$ cat src/rtl/cpu_types_pkg.sv
`default_nettype none
// ============================================================================
// Module      : cpu_types_pkg
// Description : Shared types for the datapath / memory interface: the RAM
//               port status, the responder state encoding and the default
//               load value returned on a failed access.
// Revision    : 1.0 - initial release
// ============================================================================
package cpu_types_pkg;

  // Status reported by the memory controller for the unified RAM port
  typedef enum logic [1:0] {
    FREE   = 2'd0,
    BUSY   = 2'd1,
    ACCESS = 2'd2,
    ERROR  = 2'd3
  } ramstate_t;

  // Responder states, exported so benches can name them
  typedef enum logic [1:0] {
    IDLE = 2'd0,
    DACC = 2'd1,
    IACC = 2'd2,
    RESP = 2'd3
  } resp_state_t;

  // Load value handed back when an access errors out or times out
  localparam logic [31:0] c_errword_default = 32'hBAD1BAD1;

endpackage : cpu_types_pkg
`default_nettype wire

$ cat src/rtl/dp_mem_responder.sv
`default_nettype none
// ============================================================================
// Module      : dp_mem_responder
// Description : Serves datapath imem/dmem requests one at a time over a single
//               RAM port (data first), returning a one-cycle ihit/dhit pulse
//               with the load data. Failed or timed-out accesses return
//               ERRWORD and set a sticky memerr flag.
// Revision    : 1.0 - initial release
// ============================================================================
module dp_mem_responder
  import cpu_types_pkg::*;
#(
  parameter int          TIMEOUT = 16,
  parameter logic [31:0] ERRWORD = c_errword_default
) (
  input  logic        CLK,
  input  logic        RST,
  // datapath side
  input  logic        imemREN,
  input  logic [31:0] imemaddr,
  input  logic        dmemREN,
  input  logic        dmemWEN,
  input  logic [31:0] dmemaddr,
  input  logic [31:0] dmemstore,
  output logic        ihit,
  output logic        dhit,
  output logic [31:0] imemload,
  output logic [31:0] dmemload,
  // RAM side
  output logic        ramREN,
  output logic        ramWEN,
  output logic [31:0] ramaddr,
  output logic [31:0] ramstore,
  input  logic [31:0] ramload,
  input  ramstate_t   ramstate,
  output logic        memerr
);

  localparam int c_cnt_w = (TIMEOUT > 1) ? $clog2(TIMEOUT) : 1;
  localparam logic [c_cnt_w-1:0] c_cnt_last = c_cnt_w'(TIMEOUT - 1);

  resp_state_t        r_state;
  resp_state_t        w_next;
  logic [31:0]        r_addr;
  logic [31:0]        r_store;
  logic               r_wr;       // latched access is a write
  logic               r_isd;      // latched access came from the data side
  logic [c_cnt_w-1:0] r_cnt;
  logic [31:0]        r_iload;
  logic [31:0]        r_dload;
  logic               r_memerr;

  logic w_in_access;
  logic w_ok;
  logic w_fail;

  assign w_in_access = (r_state == DACC) || (r_state == IACC);
  assign w_ok        = (ramstate == ACCESS);
  // An explicit error, or the last allowed wait cycle passing without ACCESS
  assign w_fail      = !w_ok && ((ramstate == ERROR) || (r_cnt == c_cnt_last));

  // State register
  always_ff @(posedge CLK) begin
    if (RST) r_state <= IDLE;
    else     r_state <= w_next;
  end

  // Next-state: data has priority in IDLE; RESP always returns to IDLE
  always_comb begin
    w_next = r_state;
    case (r_state)
      IDLE: begin
        if (dmemWEN || dmemREN) w_next = DACC;
        else if (imemREN)       w_next = IACC;
      end
      DACC, IACC: begin
        if (w_ok || w_fail) w_next = RESP;
      end
      RESP:    w_next = IDLE;
      default: w_next = IDLE;
    endcase
  end

  // Outputs decoded from the state register and the latched request
  always_comb begin
    ramREN = ((r_state == DACC) && !r_wr) || (r_state == IACC);
    ramWEN = (r_state == DACC) && r_wr;
    dhit   = (r_state == RESP) && r_isd;
    ihit   = (r_state == RESP) && !r_isd;
  end

  assign ramaddr  = r_addr;
  assign ramstore = r_store;
  assign imemload = r_iload;
  assign dmemload = r_dload;
  assign memerr   = r_memerr;

  // Request latches, wait counter, load registers and sticky error flag
  always_ff @(posedge CLK) begin
    if (RST) begin
      r_addr   <= '0;
      r_store  <= '0;
      r_wr     <= 1'b0;
      r_isd    <= 1'b0;
      r_cnt    <= '0;
      r_iload  <= '0;
      r_dload  <= '0;
      r_memerr <= 1'b0;
    end else if (r_state == IDLE) begin
      if (dmemWEN || dmemREN) begin
        r_addr  <= dmemaddr;
        r_store <= dmemstore;
        r_wr    <= dmemWEN;
        r_isd   <= 1'b1;
        r_cnt   <= '0;
      end else if (imemREN) begin
        r_addr  <= imemaddr;
        r_wr    <= 1'b0;
        r_isd   <= 1'b0;
        r_cnt   <= '0;
      end
    end else if (w_in_access) begin
      if (w_ok) begin
        if (!r_wr) begin
          if (r_isd) r_dload <= ramload;
          else       r_iload <= ramload;
        end
      end else if (w_fail) begin
        r_memerr <= 1'b1;
        if (!r_wr) begin
          if (r_isd) r_dload <= ERRWORD;
          else       r_iload <= ERRWORD;
        end
      end else if (r_cnt != c_cnt_last) begin
        r_cnt <= r_cnt + 1'b1;
      end
    end
  end

endmodule : dp_mem_responder
`default_nettype wire

$ cat config.mk
export PLATFORM = sky130hd
export DESIGN_NAME = dp_mem_responder
export DESIGN_NICKNAME = d
export VERILOG_FILES = /design/src/rtl/cpu_types_pkg.sv /design/src/rtl/dp_mem_responder.sv
export SDC_FILE = /design/constraint.sdc
export NUM_CORES = 1
export LEC_CHECK = 0
export ABC_AREA = 1
export ABC_CLOCK_PERIOD_IN_PS = 3070
export BUFFER_PORTS_ARGS = -buffer_cell sky130_fd_sc_hd__clkbuf_2
export CORE_ASPECT_RATIO = 1.25
export CORE_MARGIN = 2
export CORE_UTILIZATION = 51
export DETAILED_ROUTE_END_ITERATION = 6
export GPL_TIMING_DRIVEN = 1
export PLACE_DENSITY = 0.86
export SLEW_MARGIN = 0
export SYNTH_ARGS = -nofsm -noshare
export SYNTH_HDL_FRONTEND = slang
export SYNTH_SLANG_ARGS = --single-unit
$ cat constraint.sdc
create_clock -name CLK -period 3.07 [get_ports CLK]
set_input_delay 0.7675 -clock CLK [delete_from_list [all_inputs] [get_ports CLK]]
set_output_delay 0.7675 -clock CLK [all_outputs]
set_load 0.1 [all_outputs]
==> flow_metrics.tcl <==
set metrics [dict create \
    status "finished clean" \
    grt_use_total 0.249 \
    max_cap_violations 0 \
    synth_cell_types 29 \
    clk_pin_slew_ns 0.06 \
    r2r_slack_ns 0.76 \
    hold_viol_final 0 \
    synth.ff_latch_count 137 \
    synth_area_um2 5990 \
    cts_tree "yes" \
    ys_seq_area_frac 0.458 \
    fin_area_um2 7920 \
    grt_max_degree 70 \
    io_buffers 267 \
    htreeDepth 4 \
    path_class "flip-flop to output port" \
    routed_wl_mm 15.5 \
    drt_iter0_drc 184 \
    dpl.cell_count 1221 \
    setup_violations 0 \
    fin_nets 1243 \
    slew_violations 0 \
    cts_sinks 137 \
    synth_top_cell_by_area "dfxtp_1" \
    final_util 0.685 \
    ioPinCount 268 \
    start_util 0.518 \
    grt_setup_unrepaired "no" \
    final.setup.tns_ns 0 \
    combPwrFrac 0.518 \
    leakagePower_uw 0.00428 \
    globalRouteOverflowTotal 0 \
    vias_per_cell 4.84 \
    fin_crit_sh 0.789 \
    synth_top_area_frac 0.458 \
    finalCriticalPeriod_ns 2.42 \
    clock_power_share 0.229 \
    antenna_found_initial 0 \
    die-area_um2 12600 \
    use_met2 0.435 \
    arrival_ns 1.65 \
    p_sw_uw 5330 \
    cts_resized 0 \
    drc_errors 0 \
    use_met3 0.0715 \
    clockBufferDepth 2 \
    min_path_type "flip-flop to flip-flop" \
    busiest_layer "met2" \
    crit_required_ns 2.30 \
    dieHeight_um 125 \
    fin_worst_skew_ns 0.00760 \
    hold_ws_ns 0.476 \
    clkLatencyLatePin_ns 0.40 \
    cts_buffers 17 \
    p_per_area_nw_per_um2 1250 \
    synth_area_leaders "dfxtp_1 46%, nor2_1 13%, nand2_1 11%, o21ai_0 6.6%, inv_1 6.2%" \
    cp-start-kind "flip-flop" \
    root_buffer "clkbuf_16" \
    max_freq_mhz 413 \
    layout-drive-gt1-share 0.283 \
    via_count 6059 \
    synth_cells 863 \
    grt_pass1_vias 5719 \
    fp.dieW_um 101 \
    max_slew_margin 0.290 \
    p_seq_frac 0.253 \
    critPathCaptureType "output port" \
    place_congestion 0.797 \
    holdBufCountCts 0 \
    syn_nets 1004 \
    grt_first_pass_wirelength_mm 25.4 \
    wl_per_cell_um 12.4 \
    p_int_uw 4540 \
    antenna_left 0 \
    swShare 0.540 \
    dpl.hpwl_mm 10.8 \
    rows 44 \
    postPlaceCellArea_um2 7260 \
    core-area_um2 11600 \
    path_max_fanout 4 \
    ys.warnings.count 0 \
    stdcell_count 1253 \
    worstMarginPinSlew_ns 1.07 \
    diodes 0 \
    ir_drop_mv 0.902 \
    first_pass_iters 5 \
    synth.avg_cell_area_um2 6.94 \
    post-cts-setup-buffer-count 0 \
    use_met1 0.283 \
    syn_to_final_growth_pct 32.3 \
]
## layout by cell type (no fill, tap or decap), types with 2 or more instances in the layout
master and count:
nand2_1 179, clkinv_2 2, or2_0 15, clkinv_4 2, clkbuf_2 267, buf_4 6
dfxtp_1 137, clkbuf_16 17, bufinv_16 5, nand4_4 2, o21ai_0 79, or2_2 3
o21ai_1 19, nand4_1 4, clkbuf_8 3, inv_1 98, nor2_1 211, nand3_1 7
ha_1 6, a31oi_1 32, a21oi_1 6, clkbuf_1 2
## per-layer routing
metal	part of all wire	wire length [um]	vias up
met3	0.079	1230	29
met4	0.025	388	0
met2	0.49	7600	228
met5	0	0	-
met1	0.41	6310	2662
li1	-	-	3140
## registers in the layout, indices dropped and copies added, names as in the netlist
signal,flops
dmemload,32
imemload,32
memerr,1
r_cnt,4
r_isd,1
r_state,2
r_wr,1
ramaddr,32
ramstore,32
## worst max-delay path: stages (launching register included)
cell and delay (ns):
dfxtp_1 0.38, inv_1 0.09, ha_1 0.21, a21o_1 0.18, clkbuf_2 0.38
## final timing paths
| path | start | endpoint | cells after the start |
|---|---|---|---|
| worst max register to register | r_state[0]$_SDFFE_PP0P_ | dmemload[26]$_SDFFE_PP0P_ | 7 |
| worst min register to register | memerr$_SDFFE_PP0P_ | memerr$_SDFFE_PP0P_ | 2 |
| worst max-delay path | r_state[1]$_SDFFE_PP0P_ | ramREN | 4 |
| worst min-delay path | memerr$_SDFFE_PP0P_ | memerr$_SDFFE_PP0P_ | 2 |
## logic make-up after synthesis
kind of cell / Yosys count / share of synthesized area
compound gates: 138 / 0.124
fa+ha+maj: 6 / 0.0125
xor+xnor: 1 / 0.00146
buf+inv: 154 / 0.114
simple gates: 427 / 0.290
flops: 137 / 0.458
## layout make-up
cell class / count / area, um^2
Fill cell: 1030 / 3640
Sequential cell: 137 / 2740
Multi-Input combinational cell: 572 / 2570
Timing Repair Buffer: 274 / 1400
Clock buffer: 22 / 474
Inverter: 100 / 377
Clock inverter: 10 / 189
Tap cell: 138 / 173
## synth_stat cells (all sizes together)
| library cell | n |
|---|---|
| nand3 | 7 |
| or2 | 19 |
| nor2 | 213 |
| clkbuf | 20 |
| nor3 | 1 |
| nand4 | 6 |
| ha | 6 |
| xor2 | 1 |
| dfxtp | 137 |
| o21ai | 99 |
| a21oi | 6 |
| a21o | 1 |
| a31oi | 32 |
| inv | 100 |
| buf | 34 |
| nand2 | 181 |
## per-stage QoR
stage / total power [uW] / setup WS [ns]
final: 9870 / 0.648
after floorplan: 6900 / 0.485
after global routing: 10400 / 0.478
after detailed placement: 7640 / 0.740
after CTS: 9920 / 0.621
after global placement: 7580 / 0.776
## power groups by stage
stage	registers (uW)	logic [uW]	clock network, uW
floorplan	5560	1350	0
global placement	2520	5060	0
detailed placement	2530	5110	0
CTS	2500	5120	2300
global route	2560	5400	2390
finish	2500	5110	2260
Power figures use the tool's default switching activity.
